[config.mk]
export PLATFORM = sky130hd
export DESIGN_NAME = sys_array_tile_scheduler_flat
export DESIGN_NICKNAME = d
export VERILOG_FILES = /design/src/rtl/sys_array_tile_scheduler_if.sv /design/src/rtl/sys_array_tile_scheduler.sv /design/src/flat_wrapper.sv
export SDC_FILE = /design/constraint.sdc
export NUM_CORES = 1
export LEC_CHECK = 0
export CORE_UTILIZATION = 47
export DETAILED_ROUTE_END_ITERATION = 7
export GPL_TIMING_DRIVEN = 0
export PLACE_DENSITY = 0.77
export SYNTH_ARGS = -nofsm -noshare
export SYNTH_HDL_FRONTEND = slang
export SYNTH_SLANG_ARGS = --single-unit
[constraint.sdc]
create_clock -name clk -period 3.32 [get_ports clk]
set_clock_uncertainty 0.1 [all_clocks]
set_input_delay 0.664 -clock clk [delete_from_list [all_inputs] [get_ports clk]]
set_output_delay 0.664 -clock clk [all_outputs]
set_load 0.01 [all_outputs]
[src/rtl/sys_array_tile_scheduler_if.sv]
// Host/fetcher/array-side signal bundle of the tile scheduler.
// master = scheduler side, slave = host + fetcher + array side.
interface sys_array_tile_scheduler_if #(
  parameter int DIM_WIDTH = 8
);
  logic                 start;
  logic [DIM_WIDTH-1:0] dim_m;
  logic [DIM_WIDTH-1:0] dim_k;
  logic [DIM_WIDTH-1:0] dim_n;
  logic                 load_req;
  logic                 load_ack;
  logic [DIM_WIDTH-1:0] tile_m0;
  logic [DIM_WIDTH-1:0] tile_n0;
  logic [DIM_WIDTH-1:0] tile_k0;
  logic [DIM_WIDTH-1:0] tile_mh;
  logic [DIM_WIDTH-1:0] tile_nw;
  logic [DIM_WIDTH-1:0] tile_kd;
  logic                 comp_start;
  logic                 acc_clear;
  logic                 comp_ready;
  logic                 wb_req;
  logic                 wb_ack;
  logic                 busy;
  logic                 done;
  logic                 error;
  logic [31:0]          perf_cycles;
  logic [15:0]          perf_tiles;

  modport master (
    input  start, dim_m, dim_k, dim_n, load_ack, comp_ready, wb_ack,
    output load_req, tile_m0, tile_n0, tile_k0, tile_mh, tile_nw, tile_kd,
           comp_start, acc_clear, wb_req, busy, done, error, perf_cycles, perf_tiles
  );

  modport slave (
    output start, dim_m, dim_k, dim_n, load_ack, comp_ready, wb_ack,
    input  load_req, tile_m0, tile_n0, tile_k0, tile_mh, tile_nw, tile_kd,
           comp_start, acc_clear, wb_req, busy, done, error, perf_cycles, perf_tiles
  );
endinterface

[src/rtl/sys_array_tile_scheduler.sv]
// Splits an M x K by K x N product into array-sized tiles (M outer, N middle, K inner).
// Define SCHED_PERF_CNT_EN to get saturating busy-cycle / comp_start counters.
module sys_array_tile_scheduler #(
  parameter int DIM_WIDTH     = 8,
  parameter int ARRAY_W       = 5,
  parameter int ARRAY_L       = 5,
  parameter int ARRAY_MAX_A_L = 5,
  parameter int MAX_DIM       = 100
) (
  input  logic                      clk,
  input  logic                      reset_n,
  sys_array_tile_scheduler_if.master bus
);
  typedef logic [DIM_WIDTH-1:0] dim_t;
  typedef logic [DIM_WIDTH:0]   xdim_t;

  localparam xdim_t CAP_M   = xdim_t'(ARRAY_W);
  localparam xdim_t CAP_N   = xdim_t'(ARRAY_L);
  localparam xdim_t CAP_K   = xdim_t'(ARRAY_MAX_A_L);
  localparam xdim_t DIM_MAX = xdim_t'(MAX_DIM);

  typedef enum logic [2:0] {IDLE, CHECK, LOAD, COMP, WAIT, WB, NEXT, DONE} state_t;

  state_t state, state_nxt;
  dim_t   dm, dk, dn;
  dim_t   m0, n0, k0, mh, nw, kd;
  logic   wait_skip, err;
  logic   load_req, comp_start, wb_req, busy, done;
  logic   dims_bad, k_last, n_wrap, m_end, ready_ok;

  // Remaining extent clipped to the array size; one extra bit keeps origin+size from wrapping.
  function automatic dim_t tile_size(input xdim_t cap, input dim_t dim, input dim_t org);
    xdim_t rem;
    rem = xdim_t'(dim) - xdim_t'(org);
    return dim_t'((rem < cap) ? rem : cap);
  endfunction

  assign dims_bad = (dm == '0) || (dk == '0) || (dn == '0) ||
                    (xdim_t'(dm) > DIM_MAX) || (xdim_t'(dk) > DIM_MAX) || (xdim_t'(dn) > DIM_MAX);
  assign k_last   = (xdim_t'(k0) + xdim_t'(kd)) >= xdim_t'(dk);
  assign n_wrap   = (xdim_t'(n0) + xdim_t'(nw)) >= xdim_t'(dn);
  assign m_end    = xdim_t'(m0) >= xdim_t'(dm);
  assign ready_ok = bus.comp_ready && !wait_skip;

  always_ff @(posedge clk or negedge reset_n) begin
    if (!reset_n) state <= IDLE;
    else          state <= state_nxt;
  end

  always_comb begin
    state_nxt  = state;
    load_req   = 1'b0;
    comp_start = 1'b0;
    wb_req     = 1'b0;
    done       = 1'b0;
    busy       = (state != IDLE) && (state != DONE);
    case (state)
      IDLE:  if (bus.start) state_nxt = CHECK;
      CHECK: state_nxt = dims_bad ? DONE : LOAD;
      LOAD: begin
        load_req = 1'b1;
        if (bus.load_ack) state_nxt = COMP;
      end
      COMP: begin
        comp_start = 1'b1;
        state_nxt  = WAIT;
      end
      WAIT:  if (ready_ok) state_nxt = k_last ? WB : NEXT;
      WB: begin
        wb_req = 1'b1;
        if (bus.wb_ack) state_nxt = NEXT;
      end
      NEXT:  state_nxt = m_end ? DONE : LOAD;
      DONE: begin
        done      = 1'b1;
        state_nxt = IDLE;
      end
      default: state_nxt = IDLE;
    endcase
  end

  always_ff @(posedge clk or negedge reset_n) begin
    if (!reset_n) begin
      dm <= '0; dk <= '0; dn <= '0;
      m0 <= '0; n0 <= '0; k0 <= '0;
      mh <= '0; nw <= '0; kd <= '0;
      wait_skip <= 1'b0;
      err       <= 1'b0;
    end else begin
      wait_skip <= (state == COMP);
      case (state)
        IDLE: if (bus.start) begin
          dm  <= bus.dim_m;
          dk  <= bus.dim_k;
          dn  <= bus.dim_n;
          err <= 1'b0;
        end
        CHECK: if (dims_bad) begin
          err <= 1'b1;
        end else begin
          m0 <= '0; n0 <= '0; k0 <= '0;
          mh <= tile_size(CAP_M, dm, '0);
          nw <= tile_size(CAP_N, dn, '0);
          kd <= tile_size(CAP_K, dk, '0);
        end
        WAIT: if (ready_ok && !k_last) k0 <= dim_t'(xdim_t'(k0) + xdim_t'(kd));
        WB: if (bus.wb_ack) begin
          k0 <= '0;
          if (n_wrap) begin
            n0 <= '0;
            m0 <= dim_t'(xdim_t'(m0) + xdim_t'(mh));
          end else begin
            n0 <= dim_t'(xdim_t'(n0) + xdim_t'(nw));
          end
        end
        // Sizes follow the origins advanced on the way into NEXT.
        NEXT: if (!m_end) begin
          mh <= tile_size(CAP_M, dm, m0);
          nw <= tile_size(CAP_N, dn, n0);
          kd <= tile_size(CAP_K, dk, k0);
        end
        default: ;
      endcase
    end
  end

  assign bus.load_req   = load_req;
  assign bus.comp_start = comp_start;
  assign bus.acc_clear  = comp_start && (k0 == '0);
  assign bus.wb_req     = wb_req;
  assign bus.busy       = busy;
  assign bus.done       = done;
  assign bus.error      = err;
  assign bus.tile_m0    = m0;
  assign bus.tile_n0    = n0;
  assign bus.tile_k0    = k0;
  assign bus.tile_mh    = mh;
  assign bus.tile_nw    = nw;
  assign bus.tile_kd    = kd;

`ifdef SCHED_PERF_CNT_EN
  logic [31:0] perf_cycles;
  logic [15:0] perf_tiles;

  always_ff @(posedge clk or negedge reset_n) begin
    if (!reset_n) begin
      perf_cycles <= '0;
      perf_tiles  <= '0;
    end else if (state == IDLE && bus.start) begin
      perf_cycles <= '0;
      perf_tiles  <= '0;
    end else begin
      if (busy && perf_cycles != '1)      perf_cycles <= perf_cycles + 32'd1;
      if (comp_start && perf_tiles != '1) perf_tiles  <= perf_tiles + 16'd1;
    end
  end

  assign bus.perf_cycles = perf_cycles;
  assign bus.perf_tiles  = perf_tiles;
`else
  assign bus.perf_cycles = '0;
  assign bus.perf_tiles  = '0;
`endif
endmodule

[src/flat_wrapper.sv]
// flat-port wrapper written by rule: the top's interface ports become plain ports
module sys_array_tile_scheduler_flat 
#(
  parameter int DIM_WIDTH     = 8,
  parameter int ARRAY_W       = 5,
  parameter int ARRAY_L       = 5,
  parameter int ARRAY_MAX_A_L = 5,
  parameter int MAX_DIM       = 100
)
  (clk, reset_n, bus_start, bus_dim_m, bus_dim_k, bus_dim_n, bus_load_ack, bus_comp_ready, bus_wb_ack, bus_load_req, bus_tile_m0, bus_tile_n0, bus_tile_k0, bus_tile_mh, bus_tile_nw, bus_tile_kd, bus_comp_start, bus_acc_clear, bus_wb_req, bus_busy, bus_done, bus_error, bus_perf_cycles, bus_perf_tiles);
  sys_array_tile_scheduler_if #(.DIM_WIDTH(DIM_WIDTH)) bus_i ();
  input  logic clk;
  input  logic reset_n;
  input wire logic [$bits(bus_i.start)-1:0] bus_start;
  input wire logic [$bits(bus_i.dim_m)-1:0] bus_dim_m;
  input wire logic [$bits(bus_i.dim_k)-1:0] bus_dim_k;
  input wire logic [$bits(bus_i.dim_n)-1:0] bus_dim_n;
  input wire logic [$bits(bus_i.load_ack)-1:0] bus_load_ack;
  input wire logic [$bits(bus_i.comp_ready)-1:0] bus_comp_ready;
  input wire logic [$bits(bus_i.wb_ack)-1:0] bus_wb_ack;
  output wire logic [$bits(bus_i.load_req)-1:0] bus_load_req;
  output wire logic [$bits(bus_i.tile_m0)-1:0] bus_tile_m0;
  output wire logic [$bits(bus_i.tile_n0)-1:0] bus_tile_n0;
  output wire logic [$bits(bus_i.tile_k0)-1:0] bus_tile_k0;
  output wire logic [$bits(bus_i.tile_mh)-1:0] bus_tile_mh;
  output wire logic [$bits(bus_i.tile_nw)-1:0] bus_tile_nw;
  output wire logic [$bits(bus_i.tile_kd)-1:0] bus_tile_kd;
  output wire logic [$bits(bus_i.comp_start)-1:0] bus_comp_start;
  output wire logic [$bits(bus_i.acc_clear)-1:0] bus_acc_clear;
  output wire logic [$bits(bus_i.wb_req)-1:0] bus_wb_req;
  output wire logic [$bits(bus_i.busy)-1:0] bus_busy;
  output wire logic [$bits(bus_i.done)-1:0] bus_done;
  output wire logic [$bits(bus_i.error)-1:0] bus_error;
  output wire logic [$bits(bus_i.perf_cycles)-1:0] bus_perf_cycles;
  output wire logic [$bits(bus_i.perf_tiles)-1:0] bus_perf_tiles;
  assign bus_i.start = bus_start;
  assign bus_i.dim_m = bus_dim_m;
  assign bus_i.dim_k = bus_dim_k;
  assign bus_i.dim_n = bus_dim_n;
  assign bus_i.load_ack = bus_load_ack;
  assign bus_i.comp_ready = bus_comp_ready;
  assign bus_i.wb_ack = bus_wb_ack;
  assign bus_load_req = bus_i.load_req;
  assign bus_tile_m0 = bus_i.tile_m0;
  assign bus_tile_n0 = bus_i.tile_n0;
  assign bus_tile_k0 = bus_i.tile_k0;
  assign bus_tile_mh = bus_i.tile_mh;
  assign bus_tile_nw = bus_i.tile_nw;
  assign bus_tile_kd = bus_i.tile_kd;
  assign bus_comp_start = bus_i.comp_start;
  assign bus_acc_clear = bus_i.acc_clear;
  assign bus_wb_req = bus_i.wb_req;
  assign bus_busy = bus_i.busy;
  assign bus_done = bus_i.done;
  assign bus_error = bus_i.error;
  assign bus_perf_cycles = bus_i.perf_cycles;
  assign bus_perf_tiles = bus_i.perf_tiles;
  sys_array_tile_scheduler #(.DIM_WIDTH(DIM_WIDTH), .ARRAY_W(ARRAY_W), .ARRAY_L(ARRAY_L), .ARRAY_MAX_A_L(ARRAY_MAX_A_L), .MAX_DIM(MAX_DIM)) u_core (.clk(clk), .reset_n(reset_n), .bus(bus_i));
endmodule
Word level (Yosys, flattened, before mapping)
Cells that the tools add are included.
Storage, ports and cells
  bits in registers: 77
  logic and storage cells: 115
  input port bits: 30
  output and inout port bits: 103
Cells by class
  mux-type cells: 40
  eq/ne operators: 17
  magnitude comparators: 12
  reductions and logical operators: 28
  add/sub/neg operators: 6
Operator list (count)
  two-way mux 8 bit: 19
  one-hot mux 8 bit (2 select lines): 5
  logical NOT 8 bit: 4
  < comparator 9 x 3 -> 1 bit (second input constant): 3
  subtractor 8 x 8 -> 9 bit: 3
  > comparator 8 x 7 -> 1 bit (second input constant): 3
  < comparator 8 x 3 -> 1 bit (second input constant): 3
  one-hot mux 3 bit (8 select lines): 1
  one-hot mux 8 bit (3 select lines): 1
  adder 8 x 8 -> 9 bit: 2
  >= comparator 9 x 8 -> 1 bit: 2
  two-way mux 3 bit: 6
  equality test 3 bit (second input constant): 4
  AND reduction 4 bit: 3
  inequality test 2 bit (second input constant): 5
  AND reduction 3 bit: 3
  adder 8 bit: 1
  >= comparator 8 bit: 1
  inequality test 2 x 1 -> 1 bit (second input constant): 4
  equality test 3 x 2 -> 1 bit (second input constant): 2
  two-way mux 1 bit: 6
  nonzero test 2 bit: 3
  nonzero test 3 bit: 2
  logical OR 1 bit: 5
  other kinds (8): 12

Depth between registers and ports, before layout
  depth after elaboration: 8
  mapped depth: 15

Worst setup path after synthesis
OpenSTA, ideal clock, no wires.
  path kind: reg-to-reg
  from: register u_core.k0[0] (netlist: u_core.bus.tile_k0[0])
  to: register u_core.k0[0] (netlist: u_core.bus.tile_k0[0])
  library setup time: 0.079 ns
  path slack: -0.220 ns
  period minus slack after synthesis: 3.540 ns
  cell stages (with the launch flop): 16
  arrival time: 3.360 ns
  data required time: 3.141 ns
  buffers on the path: 1
  cell sequence: dfrtp_1 > ha_1 > fa_1 > a21o_1 > a21oi_1 > o21bai_1 > a21oi_1 > xnor2_1 > ha_1 > a21o_1 > a211o_1 > a31oi_1 > o21a_1 > a31o_1 > buf_2 > mux2i_1
Between the ends
  longest elaborated chain between the ends: 6
  elaborated cells between the ends (all ways): 8
  those cells by class: 1 x add/sub; 1 x order compare; 1 x eq/ne; 2 x mux; 3 x reduce/logical
Ends and longest elaborated chain
  from (decl): line sys_array_tile_scheduler.sv:26  | dim_t m0, n0, k0, mh, nw, kd;
  from (signal assigned): line sys_array_tile_scheduler.sv:106  | WAIT: if (ready_ok && !k_last) k0 <= dim_t'(xdim_t'(k0) + xdim_t'(kd));
  adder 8 x 8 -> 9 bit *: line sys_array_tile_scheduler.sv:40  | assign k_last = (xdim_t'(k0) + xdim_t'(kd)) >= xdim_t'(dk);
  >= comparator 9 x 8 -> 1 bit: line sys_array_tile_scheduler.sv:40
  logical NOT 1 bit: line sys_array_tile_scheduler.sv:106
  logical AND 1 bit: line sys_array_tile_scheduler.sv:106
  inequality test 2 x 1 -> 1 bit (no line)
  AND reduction 4 bit (no line)
Every way passes the cells marked *; elsewhere a longest branch is shown, timed or not. The select of a mux whose other input is x is not followed.
A chain may end at the register's enable or synchronous reset.

Final worst setup path
  from: register u_core.k0[0] (netlist: u_core.bus.tile_k0[0])
  to: register u_core.k0[7] (netlist: u_core.bus.tile_k0[7])
Same word-level chain as after synthesis.

==> flow_summary.toml <==
[outcome]
status = "finished, violations left"
violations = "negative setup slack"

[power_and_ir_drop]
p_leak_nw = 3.75
powerDensity_nw_per_um2 = 870
power_mw = 6.81
ir_drop_mv = 0.574

[finish]
fin_util_pct = 64.3
fillers = 1018
fin_nets = 912
multiInputGateArea_sq_um = 3670
n_antenna_cell = 0
regArea_sq_um = 1930
area_growth_pct = 31.8
drive_above_1_share_pct = 16.7

[synthesis]
synth_edf_count = 0
synth_top_cell_by_area = "dfrtp_1"
ys_seq_area_share_pct = 32.5
ys_types = 69
synth_most_common_cell = "dfrtp_1"
synth_warnings = 0
ys_top_cells_by_area = "dfrtp_1, ha_1, buf_4"
synthArstFlopShare_pct = 100
ys_ff_latch = 77
synthDominantCellAreaShare_pct = 32.5
syn_area_sq_um = 5930
synthCells = 646
synth_common_cells = "dfrtp_1, inv_1, ha_1"
syn_area_per_cell_sq_um = 9.18
ys.flop_type = "dfrtp_1"

[routing]
vias_per_cell = 5.42
wirelength_microns = 16300
drc = 0
ant_nets = 0
wl_per_cell_microns = 16.5
drt_iter0_drc = 272
drt_pass1_iterations = 6
routed-via-count = 5329

[clock_network]
ctsHoldBuffers = 0
clkSinkCount = 77
htreeDepth = 3
clk_pin_slew_worst_paths_ns = 0.06
numCtsBuffers = 9
tritoncts = "built"
clockBufferDepth = 2
cts-root-buf = "clkbuf_16"
clk_latency_ns = 0.34

[die]
ioPinCount = 133
die_h_microns = 114
start_util_pct = 48.8
die_width_microns = 114
die-area_sq_um = 13100
rows = 40
core_area_sq_um = 12200

[timing]
slew_headroom_pct = 28.2
setup-violations-final = 10
fin_crit_ns = 3.66
final-hold-violation-count = 0
setup_ws_ns = -0.338
hold_ws_ns = 0.110
rsz0062_at_grt = "true"
tightest_slew_ns = 1.06
slew_viol_final = 0
post-route-period-util_pct = 110
fmax_ghz = 0.273

[critical_path]
critPathMaxFanout = 8
endpoint_kind = "register"
arrival_ns = 3.81
path_class = "reg -> reg"
cp-start-kind = "register"
cp.required_ns = 3.47

[placement]
numPortBuffers = 84
routabilityCongestion = 0.846
dp_hpwl_microns = 12100
post-place-ws_ns = -0.380

[global_route]
grt_pass1_wl_microns = 25700
grt_overflow = 0
groute.usage.overall_pct = 25.5
grt_pass1_vias = 5111
antenna_found_initial = 0
grt_max_degree = 56

[worst_hold_path]
min_path_type = "in -> async"

[run]
max_cap_violations = 0
==> worst paths after layout <==
path | cells after the start | to | slack [ns] | from
worst max-delay path | 15 | u_core.bus.tile_k0[7] | -0.34 | u_core.bus.tile_k0[0]
worst min-delay path | 1 | u_core.bus.tile_kd[4] | 0.11 | reset_n
worst max register to register | 15 | u_core.bus.tile_k0[7] | -0.34 | u_core.bus.tile_k0[0]
worst min register to register | 1 | u_core.bus.tile_nw[3] | 0.42 | u_core.bus.tile_nw[3]
max in group asynchronous | 2 | u_core.dk[0] | 2.42 | reset_n
min in group clk | 1 | u_core.bus.tile_nw[3] | 0.42 | u_core.bus.tile_nw[3]
==> power breakdown <==
part | total, mW | switching (mW) | internal (mW)
Sequential | 1.58 | 0.352 | 1.23
Combinational | 4.24 | 2.31 | 1.93
Clock | 0.982 | 0.388 | 0.594
Total | 6.81 | 3.05 | 3.75
==> final cells by class <==
type	instances	area share [%]
multi-input cells	491	46.9
plain buffers	60	5.42
inverters	65	3.12
clock buffers	12	3.15
flip-flops and latches	77	24.7
repair buffers	109	13.6
well taps	168	2.69
clock inverters	2	0.448
==> registers in the layout (all words and copies together), names as in the netlist <==
signal	flops
u_core.bus.tile_k0	8
u_core.bus.tile_kd	8
u_core.bus.tile_m0	8
u_core.bus.tile_mh	8
u_core.bus.tile_n0	8
u_core.bus.tile_nw	8
u_core.dk	8
u_core.dm	8
u_core.dn	8
u_core.state	3
u_core.bus.error	1
u_core.wait_skip	1
==> layout by cell type (no fill, tap or decap), drive strengths merged, types with 19 or more instances in the layout <==
cell,Yosys,routed
buf,52,78
clkdlybuf4s50,0,83
nand2,51,51
and2,19,19
dfrtp,77,77
conb,1,48
ha,63,63
inv,65,65
clkbuf,8,20
a21oi,35,35
o21ai,42,42
nor2,28,28
==> stage by stage <==
step,cell area [sq um],setup TNS (ns),cells
floorplan,6120,0,693
global placement,7170,-101.04,945
detailed placement,7200,-4.92,946
CTS,7640,-1.33,974
global route,7820,-3.81,984
finish,7820,-2.62,984
==> layer usage <==
layer  share of wire (%)  global-route usage (%)  vias to the layer above
li1                    -                       -                     2532
met5                   0                       0                        -
met3                 6.1                    3.18                       28
met4                 2.4                    10.2                        0
met2                  48                    42.2                      230
met1                  44                    34.1                     2539
==> critical path, cell delays in order (launching register included) <==
cell and delay [ns]:
dfrtp_2 0.43, ha_4 0.17, fa_2 0.33, a21o_1 0.19
a21oi_2 0.16, o21bai_1 0.13, a21oi_2 0.19, xnor2_2 0.10
ha_1 0.31, a21o_1 0.16, a211o_1 0.29, a31oi_1 0.20
o21a_1 0.21, a31o_1 0.19, buf_6 0.16, mux2i_1 0.24
==> cell families (layout without fill, tap and decap cells) <==
| group | after synthesis | in the layout | synth area share (%) |
|---|---|---|---|
| flops | 77 | 77 | 32.5 |
| other cells | 1 | 48 | 0.0632 |
| compound gates | 161 | 161 | 18.5 |
| fa+ha+maj | 69 | 69 | 15.3 |
| simple gates | 159 | 159 | 13.5 |
| mux | 33 | 33 | 5.88 |
| buf+inv | 125 | 248 | 11.1 |
| xor+xnor | 21 | 21 | 3.10 |
==> what timing repair did <==
item	in CTS	in global routing
pin swaps	13	21
hold endpoints to repair	0	0
setup buffers	14	10
endpoints found under the setup margin	25	39
resized for setup	8	26
Power figures use the tool's default switching activity.
